### src/rtl/spu_ma_ldseq_if.sv
// Bus bundle between the MA load sequencer and its neighbours
// (MA control, spu_wen/LSU path, MA memory writer).
// The master modport is the sequencer itself; the slave modport is the environment.
interface spu_ma_ldseq_if #(
    parameter int LEN_W = 8
);
    // Start/kill controls from MA control
    logic             spu_mactl_ldop;
    logic [35:0]      spu_mactl_ld_pa;
    logic [LEN_W-1:0] spu_mactl_ld_len;
    logic             spu_mactl_kill;

    // Return path from spu_wen / LSU and the MA memory writer
    logic             spu_wen_mald_ack;
    logic             spu_wen_vld_maln;
    logic             spu_wen_ma_unc_err_pulse;
    logic             spu_mamem_wr_done;

    // Sequencer outputs
    logic             spu_mald_ldreq;
    logic [35:0]      spu_mald_pa;
    logic             spu_mald_line_vld;
    logic [LEN_W-1:0] spu_mald_line_idx;
    logic             spu_mald_rstln;
    logic             spu_mald_done;
    logic             spu_mald_busy;
    logic             spu_mald_err;

    modport master (
        input  spu_mactl_ldop, spu_mactl_ld_pa, spu_mactl_ld_len, spu_mactl_kill,
               spu_wen_mald_ack, spu_wen_vld_maln, spu_wen_ma_unc_err_pulse,
               spu_mamem_wr_done,
        output spu_mald_ldreq, spu_mald_pa, spu_mald_line_vld, spu_mald_line_idx,
               spu_mald_rstln, spu_mald_done, spu_mald_busy, spu_mald_err
    );

    modport slave (
        output spu_mactl_ldop, spu_mactl_ld_pa, spu_mactl_ld_len, spu_mactl_kill,
               spu_wen_mald_ack, spu_wen_vld_maln, spu_wen_ma_unc_err_pulse,
               spu_mamem_wr_done,
        input  spu_mald_ldreq, spu_mald_pa, spu_mald_line_vld, spu_mald_line_idx,
               spu_mald_rstln, spu_mald_done, spu_mald_busy, spu_mald_err
    );
endinterface

### src/rtl/spu_ma_ldseq.sv
// MA load sequencer: walks a run of 16-byte lines, issuing one load per line,
// handing each returned line to the MA memory writer, then pulsing line-reset.
// A kill or (optionally) an uncorrectable error lets the in-flight line finish
// and then ends the run with done.
// Optional feature macro: SPU_MALD_ERR_ABORT_EN -- when defined, an
// uncorrectable error also aborts the run after the erroring line.
module spu_ma_ldseq #(
    parameter int LEN_W = 8
) (
    input  logic                 rclk,
    input  logic                 arst_l,
    spu_ma_ldseq_if.master       bus
);

    typedef enum logic [2:0] {
        IDLE      = 3'd0,
        REQ       = 3'd1,
        WAIT_DATA = 3'd2,
        WRITE     = 3'd3,
        RSTLN     = 3'd4,
        DONE      = 3'd5
    } state_e;

    state_e           state_q, state_d;
    logic [35:0]      pa_q, pa_d;
    logic [LEN_W-1:0] idx_q, idx_d;
    logic [LEN_W-1:0] rem_q, rem_d;
    logic             err_q, err_d;
    logic             abort_q, abort_d;

    // State and datapath registers; everything clears asynchronously so the
    // request/valid outputs drop as soon as reset is asserted.
    always_ff @(posedge rclk or negedge arst_l) begin
        if (!arst_l) begin
            state_q <= IDLE;
            pa_q    <= '0;
            idx_q   <= '0;
            rem_q   <= '0;
            err_q   <= 1'b0;
            abort_q <= 1'b0;
        end else begin
            state_q <= state_d;
            pa_q    <= pa_d;
            idx_q   <= idx_d;
            rem_q   <= rem_d;
            err_q   <= err_d;
            abort_q <= abort_d;
        end
    end

    // Next-state and counter update; a kill seen in RSTLN itself also ends the
    // run so the line that just finished is the last one.
    always_comb begin
        state_d = state_q;
        pa_d    = pa_q;
        idx_d   = idx_q;
        rem_d   = rem_q;
        err_d   = err_q;
        abort_d = abort_q;

        if (bus.spu_mactl_kill && (state_q != IDLE)) begin
            abort_d = 1'b1;
        end

        case (state_q)
            IDLE: begin
                if (bus.spu_mactl_ldop) begin
                    pa_d    = bus.spu_mactl_ld_pa;
                    idx_d   = '0;
                    rem_d   = bus.spu_mactl_ld_len;
                    err_d   = 1'b0;
                    abort_d = 1'b0;
                    state_d = (bus.spu_mactl_ld_len == '0) ? DONE : REQ;
                end
            end
            REQ: begin
                if (bus.spu_wen_mald_ack) begin
                    state_d = WAIT_DATA;
                end
            end
            WAIT_DATA, WRITE: begin
                if (bus.spu_wen_ma_unc_err_pulse) begin
                    err_d = 1'b1;
`ifdef SPU_MALD_ERR_ABORT_EN
                    abort_d = 1'b1;
`else
                    abort_d = abort_d;
`endif
                end
                if ((state_q == WAIT_DATA) && bus.spu_wen_vld_maln) begin
                    state_d = WRITE;
                end else if ((state_q == WRITE) && bus.spu_mamem_wr_done) begin
                    state_d = RSTLN;
                end
            end
            RSTLN: begin
                pa_d  = pa_q + 36'd1;
                idx_d = idx_q + LEN_W'(1);
                rem_d = rem_q - LEN_W'(1);
                if ((rem_q <= LEN_W'(1)) || abort_q || bus.spu_mactl_kill) begin
                    state_d = DONE;
                end else begin
                    state_d = REQ;
                end
            end
            DONE: begin
                state_d = IDLE;
            end
            default: begin
                state_d = IDLE;
            end
        endcase
    end

    // Outputs decoded purely from registers
    assign bus.spu_mald_ldreq    = (state_q == REQ);
    assign bus.spu_mald_line_vld = (state_q == WRITE);
    assign bus.spu_mald_rstln    = (state_q == RSTLN);
    assign bus.spu_mald_done     = (state_q == DONE);
    assign bus.spu_mald_busy     = (state_q != IDLE);
    assign bus.spu_mald_pa       = pa_q;
    assign bus.spu_mald_line_idx = idx_q;
    assign bus.spu_mald_err      = err_q;

endmodule

### src/flat_wrapper.sv
// flat-port wrapper written by rule: the top's interface ports become plain ports
module spu_ma_ldseq_flat 
#(
    parameter int LEN_W = 8
)
  (rclk, arst_l, bus_spu_mactl_ldop, bus_spu_mactl_ld_pa, bus_spu_mactl_ld_len, bus_spu_mactl_kill, bus_spu_wen_mald_ack, bus_spu_wen_vld_maln, bus_spu_wen_ma_unc_err_pulse, bus_spu_mamem_wr_done, bus_spu_mald_ldreq, bus_spu_mald_pa, bus_spu_mald_line_vld, bus_spu_mald_line_idx, bus_spu_mald_rstln, bus_spu_mald_done, bus_spu_mald_busy, bus_spu_mald_err);
  spu_ma_ldseq_if #(.LEN_W(LEN_W)) bus_i ();
  input  logic rclk;
  input  logic arst_l;
  input wire logic [$bits(bus_i.spu_mactl_ldop)-1:0] bus_spu_mactl_ldop;
  input wire logic [$bits(bus_i.spu_mactl_ld_pa)-1:0] bus_spu_mactl_ld_pa;
  input wire logic [$bits(bus_i.spu_mactl_ld_len)-1:0] bus_spu_mactl_ld_len;
  input wire logic [$bits(bus_i.spu_mactl_kill)-1:0] bus_spu_mactl_kill;
  input wire logic [$bits(bus_i.spu_wen_mald_ack)-1:0] bus_spu_wen_mald_ack;
  input wire logic [$bits(bus_i.spu_wen_vld_maln)-1:0] bus_spu_wen_vld_maln;
  input wire logic [$bits(bus_i.spu_wen_ma_unc_err_pulse)-1:0] bus_spu_wen_ma_unc_err_pulse;
  input wire logic [$bits(bus_i.spu_mamem_wr_done)-1:0] bus_spu_mamem_wr_done;
  output wire logic [$bits(bus_i.spu_mald_ldreq)-1:0] bus_spu_mald_ldreq;
  output wire logic [$bits(bus_i.spu_mald_pa)-1:0] bus_spu_mald_pa;
  output wire logic [$bits(bus_i.spu_mald_line_vld)-1:0] bus_spu_mald_line_vld;
  output wire logic [$bits(bus_i.spu_mald_line_idx)-1:0] bus_spu_mald_line_idx;
  output wire logic [$bits(bus_i.spu_mald_rstln)-1:0] bus_spu_mald_rstln;
  output wire logic [$bits(bus_i.spu_mald_done)-1:0] bus_spu_mald_done;
  output wire logic [$bits(bus_i.spu_mald_busy)-1:0] bus_spu_mald_busy;
  output wire logic [$bits(bus_i.spu_mald_err)-1:0] bus_spu_mald_err;
  assign bus_i.spu_mactl_ldop = bus_spu_mactl_ldop;
  assign bus_i.spu_mactl_ld_pa = bus_spu_mactl_ld_pa;
  assign bus_i.spu_mactl_ld_len = bus_spu_mactl_ld_len;
  assign bus_i.spu_mactl_kill = bus_spu_mactl_kill;
  assign bus_i.spu_wen_mald_ack = bus_spu_wen_mald_ack;
  assign bus_i.spu_wen_vld_maln = bus_spu_wen_vld_maln;
  assign bus_i.spu_wen_ma_unc_err_pulse = bus_spu_wen_ma_unc_err_pulse;
  assign bus_i.spu_mamem_wr_done = bus_spu_mamem_wr_done;
  assign bus_spu_mald_ldreq = bus_i.spu_mald_ldreq;
  assign bus_spu_mald_pa = bus_i.spu_mald_pa;
  assign bus_spu_mald_line_vld = bus_i.spu_mald_line_vld;
  assign bus_spu_mald_line_idx = bus_i.spu_mald_line_idx;
  assign bus_spu_mald_rstln = bus_i.spu_mald_rstln;
  assign bus_spu_mald_done = bus_i.spu_mald_done;
  assign bus_spu_mald_busy = bus_i.spu_mald_busy;
  assign bus_spu_mald_err = bus_i.spu_mald_err;
  spu_ma_ldseq #(.LEN_W(LEN_W)) u_core (.rclk(rclk), .arst_l(arst_l), .bus(bus_i));
endmodule
### config.mk
export PLATFORM = sky130hd
export DESIGN_NAME = spu_ma_ldseq_flat
export DESIGN_NICKNAME = d
export VERILOG_FILES = /design/src/rtl/spu_ma_ldseq_if.sv /design/src/rtl/spu_ma_ldseq.sv /design/src/flat_wrapper.sv
export SDC_FILE = /design/constraint.sdc
export NUM_CORES = 1
export LEC_CHECK = 0
export BUFFER_PORTS_ARGS = -buffer_cell sky130_fd_sc_hd__buf_2
export CORE_UTILIZATION = 55
export CTS_CLUSTER_DIAMETER = 150
export CTS_CLUSTER_SIZE = 28
export DETAILED_ROUTE_END_ITERATION = 8
export MAX_ROUTING_LAYER = met4
export PLACE_DENSITY = 0.8
export SLEW_MARGIN = 10
export SYNTH_ARGS = -nofsm -noshare
export SYNTH_HDL_FRONTEND = slang
export SYNTH_SLANG_ARGS = --single-unit
### constraint.sdc
create_clock -name rclk -period 5.7 [get_ports rclk]
set_input_delay 1.14 -clock rclk [delete_from_list [all_inputs] [get_ports rclk]]
set_output_delay 1.14 -clock rclk [all_outputs]
set_load 0.01 [all_outputs]
Word level (Yosys, flattened, before mapping)
Cells that the tools add are included.
W data, S select, Z words.
- flip-flop bits (word level): 57
- input bits: 52
- output and inout port bits: 50
- add/sub/neg operators: 3
- order comparisons: 1
- eq/ne operators: 9
- muxes and demuxes: 19
- reductions and logical operators: 14
- operator list (cell ; number):
    $pmux W36 S2 ; 1
    $add A36 B1 Y36 const B ; 1
    $mux W36 ; 1
    $pmux W8 S2 ; 2
    $mux W3 ; 6
    $mux W8 ; 2
    $pmux W3 S4 ; 1
    $add A8 B1 Y8 const B ; 1
    $le A8 B1 Y1 const B ; 1
    $logic_not A8 Y1 ; 1
    $sub A8 B1 Y8 const B ; 1
    $eq A3 B2 Y1 const B ; 2
    $eq A3 B3 Y1 const B ; 2
    $ne A2 B2 Y1 const B ; 3
    $reduce_and A3 Y1 ; 2
    $mux W1 ; 5
    $reduce_bool A2 Y1 ; 2
    $eq A3 B1 Y1 const B ; 1
    $logic_and A1 B1 Y1 ; 3
    $logic_not A3 Y1 ; 1
    $ne A3 B1 Y1 const B ; 1
    $reduce_bool A3 Y1 ; 1
    $logic_or A1 B1 Y1 ; 2
    $pmux W1 S2 ; 1
    other kinds (2) ; 2

Logic depth before layout (Yosys ltp)
Gate-level depths: netlist of the first run.
- depth after elaboration: 5
- depth in mapped cells: 9

Worst setup path after synthesis of the first run
OpenSTA, ideal clock, no wires.
- kind: register -> output
- start point: register u_core.state_q[0]
- end point: output port bus_spu_mald_rstln
- arrival: 1498 ps
- data required time: 4560 ps
- path slack: 3062 ps
- stages on the path, launching flop included: 7
- buffers on the path: 4
- cell sequence: dfrtp_1 > buf_6 > or3b_1 > buf_2 > inv_1 > buf_2 > buf_1
- cells in the longest elaborated chain, start to end: 1
- RTL lines (element ; RTL line ; RTL):
    start: declaration ; spu_ma_ldseq.sv:24 ; state_e state_q, state_d;
    start signal: assignment ; spu_ma_ldseq.sv:42 ; state_q <= state_d;
    $eq A3 B3 Y1 ; spu_ma_ldseq.sv:118 ; assign bus.spu_mald_rstln = (state_q == RSTLN);
    end: declaration ; flat_wrapper.sv:22 ; output wire logic [$bits(bus_i.spu_mald_rstln)-1:0] bus_spu_mald_rstln;
Every way passes these cells.

Worst setup path after layout of the first run
- start point: input port bus_spu_mactl_ldop
- end point: register u_core.pa_q[11], in the netlist u_core.bus.spu_mald_pa[11]
- cells in the longest elaborated chain, start to end: 2
- RTL lines (element ; RTL line ; RTL):
    start: declaration ; flat_wrapper.sv:10 ; input wire logic [$bits(bus_i.spu_mactl_ldop)-1:0] bus_spu_mactl_ldop;
    $ne A2 B2 Y1 (no source line) ; n/a ;
    $reduce_and A2 Y1 (no source line) ; n/a ;
    end signal: assignment ; spu_ma_ldseq.sv:43 ; pa_q <= pa_d;
    end: declaration ; spu_ma_ldseq.sv:25 ; logic [35:0] pa_q, pa_d;
Every way passes these cells.
A chain may end at the register's enable or synchronous reset.

==> impl_metrics.env, run 1 <==
export IMPL_max_cap_violations=0
export IMPL_gr_usage_met3_pct=6.36
export IMPL_cts_tree="done"
export IMPL_start_util_pct=57.1
export IMPL_synth_seq_cells=57
export IMPL_place_congestion=0.899
export IMPL_io_pins=102
export IMPL_use_met2_pct=48.5
export IMPL_final_setup_tns_ps=0
export IMPL_port_buffers=101
export IMPL_nets=568
export IMPL_die_w_um=83.4
export IMPL_slew_headroom_pct=18.0
export IMPL_cp_buffers_inverters=1
export IMPL_die_area_um2=6960
export IMPL_area_growth_pct=19.6
export IMPL_hold_class="reg -> reg"
export IMPL_skew_ps=9.11
export IMPL_async_flop_share_pct=100
export IMPL_status="completed"
export IMPL_startpoint_type="primary input"
export IMPL_synthTopCellsByArea="dfrtp_1 39%, nor2_1 5.0%, o22ai_1 4.5%"
export IMPL_post_route_cells_drive_above_1_share_pct=25.7
export IMPL_grt_pass1_wl_um=16500
export IMPL_ys_warn_count=0
export IMPL_grt_max_degree=58
export IMPL_numCtsBuffers=9
export IMPL_post_drt_via_cell_ratio=6.37
export IMPL_track_usage_pct=30.3
export IMPL_drtAntennaViolNets=0
export IMPL_whs_ps=510
export IMPL_antenna_found_initial=0
export IMPL_clock_latency_ps=340
export IMPL_timing_final_crit_share_pct=58.7
export IMPL_gr_total_overflow=0
export IMPL_htree_levels=3
export IMPL_finalSetupViolCount=0
export IMPL_syn_nets=484
export IMPL_clk_pin_slew_worst_paths_ps=70
export IMPL_syn_inst=428
export IMPL_power_density_nw_per_um2=548
export IMPL_wl_per_cell_um=16.8
export IMPL_diodes=0
export IMPL_fmax_ghz=0.299
export IMPL_cpLargestDelayFamily="simple AND/OR/NAND/NOR gates"
export IMPL_cp_required_ps=5940
export IMPL_first_pass_iters=5
export IMPL_hold_viol_final=0
export IMPL_rsz0062_at_grt="no"
export IMPL_synth_flop_cell="dfrtp_1"
export IMPL_ctsResizeCount=0
export IMPL_drc=0
export IMPL_yosysSeqAreaShare_pct=39.1
export IMPL_drt_wl_total_um=9960
export IMPL_post_cts_setup_buffers=0
export IMPL_cts_root_buf="clkbuf_8"
export IMPL_synth_largest_area_cell="dfrtp_1"
export IMPL_ir_drop_uv=447
export IMPL_dp_hpwl_um=6700
export IMPL_first_iter_violations=308
export IMPL_core_area_um2=6390
export IMPL_path_max_fanout=35
export IMPL_num_vias=3783
export IMPL_period_needed_ps=3340
export IMPL_grt_pass1_vias=3479
export IMPL_maxSlewViolCount=0
export IMPL_slowest_delay_ps=770
export IMPL_synth_edf_count=0
export IMPL_synth_area_um2=3640
export IMPL_critPathKind="in -> reg"
export IMPL_rows=29
export IMPL_path_cells="buf_2, or3b_2, nor2_2, a211o_1, o21ai_0, a41oi_1"
export IMPL_die_h_um=83.4
export IMPL_ctsHoldBuffers=0
export IMPL_slowest_stage="nor2_2"
export IMPL_p_leak_nw=1.98
export IMPL_critPathArrivalTime_ps=3590
export IMPL_worst_setup_path_end_kind="flip-flop"
export IMPL_ys_types=59
export IMPL_clock_path_buffers=2
export IMPL_placed_cells=578
export IMPL_worst_pin_slew_ps=1220
export IMPL_synth_top_area_share_pct=39.1
export IMPL_busiest_layer="met2"
export IMPL_instances_no_fill=594
export IMPL_avgSynthCellArea_um2=8.52
export IMPL_grt_use_met1_pct=38.2
export IMPL_clock_sinks=57
-- cell type report --
| class | instances | area, µm² |
|---|---|---|
| clock buffers | 14 | 163 |
| flip-flops and latches | 57 | 1430 |
| inverters | 8 | 30.0 |
| clock inverters | 2 | 60.1 |
| well taps | 77 | 96.3 |
| fillers | 554 | 2030 |
| repair buffers | 107 | 551 |
| multi-input cells | 329 | 2030 |
-- power by group --
group / total, mW / switching, mW / internal (mW)
clock: 0.433 / 0.162 / 0.271
combinational: 1.09 / 0.621 / 0.466
sequential: 0.870 / 0.286 / 0.584
-- path summary, 6_finish.rpt --
check                                                      from  slack [ps]                              end  cells after the start
worst min-delay path            u_core.bus.spu_mald_line_idx[7]         510  u_core.bus.spu_mald_line_idx[7]                      1
max in group asynchronous                                arst_l        4240       u_core.bus.spu_mald_pa[20]                      2
worst max register to register                u_core.state_q[2]        2850       u_core.bus.spu_mald_pa[27]                      6
worst max-delay path                         bus_spu_mactl_ldop        2360       u_core.bus.spu_mald_pa[11]                      6
worst min register to register  u_core.bus.spu_mald_line_idx[7]         510  u_core.bus.spu_mald_line_idx[7]                      1
min in group asynchronous                                arst_l         920       u_core.bus.spu_mald_pa[22]                      2
-- cell families after synthesis --
| kind of cell | synth area share (%) |
|---|---|
| fa+ha+maj | 1.37 |
| compound gates | 25.3 |
| simple gates | 23.8 |
| buf+inv | 5.11 |
| xor+xnor | 0.721 |
| flops | 39.1 |
| mux | 4.50 |
-- worst reg2reg max path, stage by stage, from the launching register on --
cell	delay (ps)
dfrtp_1	320
buf_4	440
or3b_1	480
nor3_4	330
nor3b_2	690
and4_1	330
mux2i_1	170
-- state kept, by name (all words and copies together) (netlist names) --
register and count:
u_core.abort_q 1, u_core.bus.spu_mald_err 1, u_core.bus.spu_mald_line_idx 8, u_core.bus.spu_mald_pa 36, u_core.rem_q 8, u_core.state_q 3
-- metal layers --
metal,share of wire [%],vias to the layer above
met1,43,1833
met5,0,-
met2,50,130
met3,5.5,18
li1,-,1802
met4,1.3,0
-- cell usage in the layout, fill, tap and decap left out, types with 3 or more instances in the layout --
cell and count:
dfrtp_1 57, inv_1 7, nand3_1 19, a311oi_1 7, buf_4 6, and3_1 9
o22ai_1 26, clkbuf_1 3, a31oi_1 5, buf_2 101, o22a_1 14, a211oi_1 7
and4_1 8, a41oi_1 3, a21oi_1 30, o21ai_0 24, nor4_1 3, ha_1 4
mux2i_1 13, clkbuf_8 11, nor2_1 48, o21a_1 3, nand4_1 18, nand2_1 34
nor3_1 13
-- synth_stat cells (all sizes together) (2+ instances only) --
library cell,instances
or3,2
or3b,2
nor3,14
nor2,50
o21ai,25
o22ai,26
ha,4
nor3b,3
mux2i,13
o22a,14
clkbuf,21
nand2,34
o21a,3
a211oi,8
and4,8
a221oi,2
a211o,2
a41oi,3
dfrtp,57
nand2b,2
o211ai,2
nor4,4
and3,9
a311oi,8
buf,13
a22oi,2
a31oi,5
nand3,19
xnor2,2
nand4,18
a21oi,30
inv,7
and2,2
-- stage by stage --
stage                     power, mW  utilization (%)  cell area [µm²]  worst slack (ps)
after floorplan                1.60                -             3640              3060
after global placement         1.90             64.8             4140              2110
after detailed placement       1.95             64.8             4140              2010
after CTS                      2.38             68.3             4360              2390
after global routing           2.57             68.3             4360              2140
final                          2.39             68.3             4360              2360
Power figures use the tool's default switching activity.
==> run 2, diff against run 1 <==
CORE_UTILIZATION = 48   (was 55)
PLACE_DENSITY = 0.73   (was 0.8)
clock period = 2.9 ns   (was 5.7 ns; I/O delays follow)
==> run 2 against run 1 <==
Compared with the run above:
- clock power increased by 88%
- flip-flop and latch count stayed put
- final area increased by 1.9%
- worst setup slack got worse by 2200 ps
==> impl_metrics.env, run 2 (synthesis gave the netlist of run 1 again) <==
export IMPL_io_pins=102
export IMPL_ir_drop_uv=538
export IMPL_final_cell_mix="101 x buf_2, 57 x dfrtp_1, 48 x nor2_1, 34 x nand2_1, 30 x a21oi_1"
export IMPL_die_h_um=89.1
export IMPL_start_util_pct=50.0
export IMPL_mostFrequentLayoutCell="buf_2"
export IMPL_post_drt_via_cell_ratio=6.01
export IMPL_max_cap_violations=0
export IMPL_pre_cts_ws_ps=447
export IMPL_post_route_cells_drive_above_1_share_pct=27.2
export IMPL_status="completed"
export IMPL_finalSetupViolCount=0
export IMPL_diodes=0
export IMPL_rrSetupSlack_ps=370
export IMPL_power_density_nw_per_um2=1050
export IMPL_critPathArrivalTime_ps=2150
export IMPL_nets=575
export IMPL_cp_required_ps=2320
export IMPL_place_congestion=0.879
export IMPL_ctsHoldBuffers=0
export IMPL_cts_tree="done"
export IMPL_grt_pass1_wl_um=16400
export IMPL_post_cts_setup_buffers=0
export IMPL_slowest_stage="or3b_1"
export IMPL_drc=0
export IMPL_reg2reg_depth=6
export IMPL_track_usage_pct=27.6
export IMPL_startpoint_type="flip-flop"
export IMPL_fmax_ghz=0.366
export IMPL_area_growth_pct=21.9
export IMPL_first_pass_iters=4
export IMPL_skew_ps=8.79
export IMPL_timing_rr_end="u_core.bus.spu_mald_pa[6]"
export IMPL_htree_levels=3
export IMPL_period_needed_ps=2730
export IMPL_path_cells="or3b_1, inv_1, buf_2"
export IMPL_worst_setup_path_end_kind="output port"
export IMPL_num_fill_cells=685
export IMPL_rows=31
export IMPL_core_area_um2=7290
export IMPL_dp_hpwl_um=6850
export IMPL_clock_sinks=57
export IMPL_drt_wl_total_um=9830
export IMPL_largest_reg_flops=36
export IMPL_r2r_start="u_core.state_q[1]"
export IMPL_num_vias=3741
export IMPL_grt_pass1_vias=3529
export IMPL_hold_class="in -> async"
export IMPL_grt_max_degree=52
export IMPL_die_area_um2=7950
export IMPL_drtAntennaViolNets=0
export IMPL_hold_viol_final=0
export IMPL_finalWorstSetupSlack_ps=170
export IMPL_slowest_delay_ps=690
export IMPL_first_iter_violations=195
export IMPL_path_max_fanout=14
export IMPL_worst_pin_slew_ps=684
export IMPL_cp_buffers_inverters=2
export IMPL_clk_pin_slew_worst_paths_ps=70
export IMPL_final_setup_tns_ps=0
export IMPL_cts_root_buf="clkbuf_8"
export IMPL_antenna_found_initial=0
export IMPL_numCtsBuffers=9
export IMPL_cpLargestDelayFamily="simple AND/OR/NAND/NOR gates"
export IMPL_slew_headroom_pct=54.3
export IMPL_ctsResizeCount=0
export IMPL_rsz0062_at_grt="no"
export IMPL_port_buffers=101
export IMPL_critPathKind="reg -> out"
export IMPL_timing_final_crit_share_pct=94.1
export IMPL_maxSlewViolCount=0
export IMPL_clock_path_buffers=2
export IMPL_wl_per_cell_um=15.8
export IMPL_clock_latency_ps=340
export IMPL_p_leak_nw=2.02
export IMPL_gr_total_overflow=0
export IMPL_die_w_um=89.1
run 2: metal layers:
layer  vias up  track usage [%]  share of wire (%)  routed length (µm)
met5         -                -                  0                   0
met4         0             12.3                1.6                 158
met1      1787             35.2                 45                4460
li1       1813                -                  -                   -
met2       123             42.7                 48                4720
met3        18             5.26                5.0                 491
run 2: worst max-delay path by stage:
stage | startpoint | to | slack (ps) | cells after the start
3_3_place_gp | u_core.state_q[1] | u_core.bus.spu_mald_pa[27] | 500 | 6
6_report | u_core.state_q[1] | bus_spu_mald_rstln | 170 | 3
2_1_floorplan | u_core.state_q[0] | bus_spu_mald_rstln | 820 | 6
3_5_place_dp | u_core.state_q[1] | u_core.bus.spu_mald_pa[27] | 450 | 6
5_1_grt | u_core.state_q[1] | bus_spu_mald_rstln | 60 | 3
4_1_cts | u_core.state_q[1] | bus_spu_mald_rstln | 190 | 3
run 2: final cells by class:
type / instances / area (µm²) / share of cell area [%]
tap: 99 / 124 / 2.79
multi-input combinational: 329 / 2030 / 45.8
clock buffer: 13 / 179 / 4.03
sequential: 57 / 1430 / 32.1
inverter: 8 / 30.0 / 0.676
timing repair buffer: 114 / 616 / 13.9
clock inverter: 2 / 35.0 / 0.788
run 2: metrics by stage:
| stage | total power [mW] | area (µm²) | instances | hold WS (ps) | util (%) |
|---|---|---|---|---|---|
| final | 4.68 | 4440 | 622 | 152 | 60.9 |
| after global routing | 5.06 | 4440 | 622 | 164 | 60.9 |
| after CTS | 4.70 | 4440 | 622 | 152 | 60.9 |
| after detailed placement | 3.88 | 4230 | 607 | 488 | 58.0 |
| after global placement | 3.81 | 4230 | 607 | 464 | 58.0 |
| after floorplan | 3.15 | 3640 | 428 | 284 | - |
run 2: worst register-to-register path, cell delays in order (launching register included):
cell     delay [ps]
dfrtp_1         570
or3b_1          550
inv_1           350
and3_1          300
and4_1          240
a211o_1         300
a22oi_1         130
run 2: power by group:
group,internal (mW),total [mW],switching [mW]
Combinational,0.950,2.17,1.22
Clock,0.485,0.812,0.327
Sequential,1.15,1.70,0.550
==> run 3, diff against run 2 <==
CORE_UTILIZATION = 49   (was 48)
CTS_BUF_LIST = sky130_fd_sc_hd__clkbuf_4 sky130_fd_sc_hd__clkbuf_8   (was unset)
PLACE_DENSITY = 0.75   (was 0.73)
==> run 3 against run 2 <==
Compared with the run above:
- the flow now finishes with violations (DRC)
- sequential share of layout area up 0.16 points
- sequential power barely moved
- clock skew decreased by 1.6 ps
- die area shrank 2.0%
- global-route usage grew 0.33 points
- utilization increased by 0.34 points
- worst setup slack lost 26 ps
- wire length up 2.1%
- clock power shrank 20%
- largest power group unchanged
- highest routed layer unchanged
==> impl_metrics.env, run 3 (synthesis gave the netlist of run 1 again) <==
export IMPL_status="finished, violations left"
export IMPL_violations="DRC"
export IMPL_post_drt_via_cell_ratio=6.06
export IMPL_startpoint_type="flip-flop"
export IMPL_rows=31
export IMPL_numCtsBuffers=9
export IMPL_clock_sinks=57
export IMPL_path_cells="or3b_1, inv_1, buf_2"
export IMPL_r2r_start="u_core.state_q[1]"
export IMPL_worst_pin_slew_ps=704
export IMPL_fmax_ghz=0.363
export IMPL_p_seq_share_pct=37.4
export IMPL_maxSlewViolCount=0
export IMPL_first_pass_iters=7
export IMPL_grt_pass1_vias=3427
export IMPL_finalSetupViolCount=0
export IMPL_finalWorstSetupSlack_ps=144
export IMPL_critPathKind="reg -> out"
export IMPL_p_leak_nw=2.00
export IMPL_die_h_um=88.2
export IMPL_mostFrequentLayoutCell="buf_2"
export IMPL_ctsHoldBuffers=0
export IMPL_post_cts_setup_buffers=0
export IMPL_pre_cts_ws_ps=412
export IMPL_htree_levels=3
export IMPL_p_sw_share_pct=46.9
export IMPL_wl_per_cell_um=16.1
export IMPL_worst_setup_path_end_kind="output port"
export IMPL_combPwrFrac_pct=48.3
export IMPL_cp_required_ps=2320
export IMPL_ir_drop_uv=686
export IMPL_placed_cells=607
export IMPL_io_pins=102
export IMPL_hold_class="in -> async"
export IMPL_power_density_nw_per_um2=1030
export IMPL_diodes=0
export IMPL_place_congestion=0.870
export IMPL_die_w_um=88.2
export IMPL_largest_reg_flops=36
export IMPL_antenna_found_initial=0
export IMPL_drtAntennaViolNets=0
export IMPL_grt_pass1_wl_um=16300
export IMPL_hold_viol_final=0
export IMPL_final_cell_mix="101 x buf_2, 57 x dfrtp_1, 48 x nor2_1, 34 x nand2_1, 30 x a21oi_1"
export IMPL_port_buffers=101
export IMPL_area_growth_pct=21.3
export IMPL_drc=2
export IMPL_path_max_fanout=14
export IMPL_critPathArrivalTime_ps=2180
export IMPL_cp_buffers_inverters=2
export IMPL_max_cap_violations=0
export IMPL_slowest_delay_ps=700
export IMPL_die_area_um2=7790
export IMPL_cpLargestDelayFamily="simple AND/OR/NAND/NOR gates"
export IMPL_utilization_pct=61.3
export IMPL_timing_final_crit_share_pct=95.0
export IMPL_ctsResizeCount=0
export IMPL_gr_total_overflow=0
export IMPL_track_usage_pct=27.9
export IMPL_slowest_stage="or3b_1"
export IMPL_clk_pin_slew_worst_paths_ps=70
export IMPL_power_switching_mw=2.14
export IMPL_p_total_mw=4.56
export IMPL_timing_rr_end="u_core.bus.spu_mald_pa[6]"
export IMPL_post_route_cells_drive_above_1_share_pct=27.3
export IMPL_first_iter_violations=278
export IMPL_cts_root_buf="clkbuf_8"
export IMPL_period_needed_ps=2760
export IMPL_nets=575
export IMPL_rsz0062_at_grt="no"
export IMPL_num_fill_cells=678
export IMPL_grt_max_degree=52
export IMPL_cts_tree="done"
export IMPL_slew_headroom_pct=53.1
export IMPL_start_util_pct=50.5
export IMPL_dp_hpwl_um=6960
export IMPL_skew_ps=7.24
export IMPL_num_vias=3776
export IMPL_rrSetupSlack_ps=350
export IMPL_clkPwrFrac_pct=14.3
export IMPL_clock_latency_ps=340
export IMPL_p_int_mw=2.42
export IMPL_core_area_um2=7210
export IMPL_drt_wl_total_um=10000
export IMPL_instances_no_fill=623
export IMPL_clock_path_buffers=2
export IMPL_reg2reg_depth=6
export IMPL_final_setup_tns_ps=0
-- run 3: cell count changes in the layout (fill, tap and decap cells not counted), sizes merged --
cell	delta
clkinvlp	+2
clkinv	+3
clkbuf	-3
bufinv	-1
-- run 3: power by group through the flow --
stage	logic [mW]	clock network [mW]	registers, mW
2_1_floorplan	1.53	0	1.62
3_3_place_gp	2.15	0	1.68
3_5_place_dp	2.20	0	1.70
4_1_cts	2.21	0.658	1.69
5_1_grt	2.47	0.692	1.77
6_report	2.21	0.651	1.71
-- run 3: worst reg2reg max path: stages (launching register included) --
cell	delay, ps
dfrtp_1	580
or3b_1	570
inv_1	360
and3_1	300
and4_1	240
a211o_1	300
a22oi_1	130
-- run 3: worst max path at each step --
stage | from | cells past startpoint | end | slack [ps]
6_report | u_core.state_q[1] | 3 | bus_spu_mald_rstln | 140
2_1_floorplan | u_core.state_q[0] | 6 | bus_spu_mald_rstln | 820
5_1_grt | u_core.state_q[1] | 3 | bus_spu_mald_rstln | 50
3_3_place_gp | u_core.state_q[1] | 6 | u_core.bus.spu_mald_pa[6] | 510
4_1_cts | u_core.state_q[1] | 3 | bus_spu_mald_rstln | 170
3_5_place_dp | u_core.state_q[1] | 6 | u_core.bus.spu_mald_pa[6] | 410
-- run 3: stage by stage --
| step | hold slack [ps] | area [µm²] |
|---|---|---|
| floorplan | 284 | 3640 |
| CTS | 294 | 4420 |
| detailed placement | 475 | 4260 |
| global route | 324 | 4420 |
| global placement | 469 | 4260 |
| finish | 280 | 4420 |
-- run 3: cell type report --
cell class	count	area, µm²	share of cell area [%]
Clock buffer	10	131	2.97
Clock inverter	6	35.0	0.792
Inverter	8	30.0	0.679
Multi-Input combinational cell	329	2030	46.0
Sequential cell	57	1430	32.3
Tap cell	99	124	2.80
Timing Repair Buffer	114	641	14.5
-- run 3: routing by layer --
| metal | wire length (µm) | vias to the layer above | track usage, % | share of wire [%] |
|---|---|---|---|---|
| met2 | 4790 | 131 | 42.0 | 48 |
| met5 | 0 | - | - | 0 |
| met4 | 185 | 0 | 11.6 | 1.8 |
| met3 | 571 | 22 | 4.29 | 5.7 |
| li1 | - | 1825 | - | - |
| met1 | 4490 | 1798 | 37.7 | 45 |
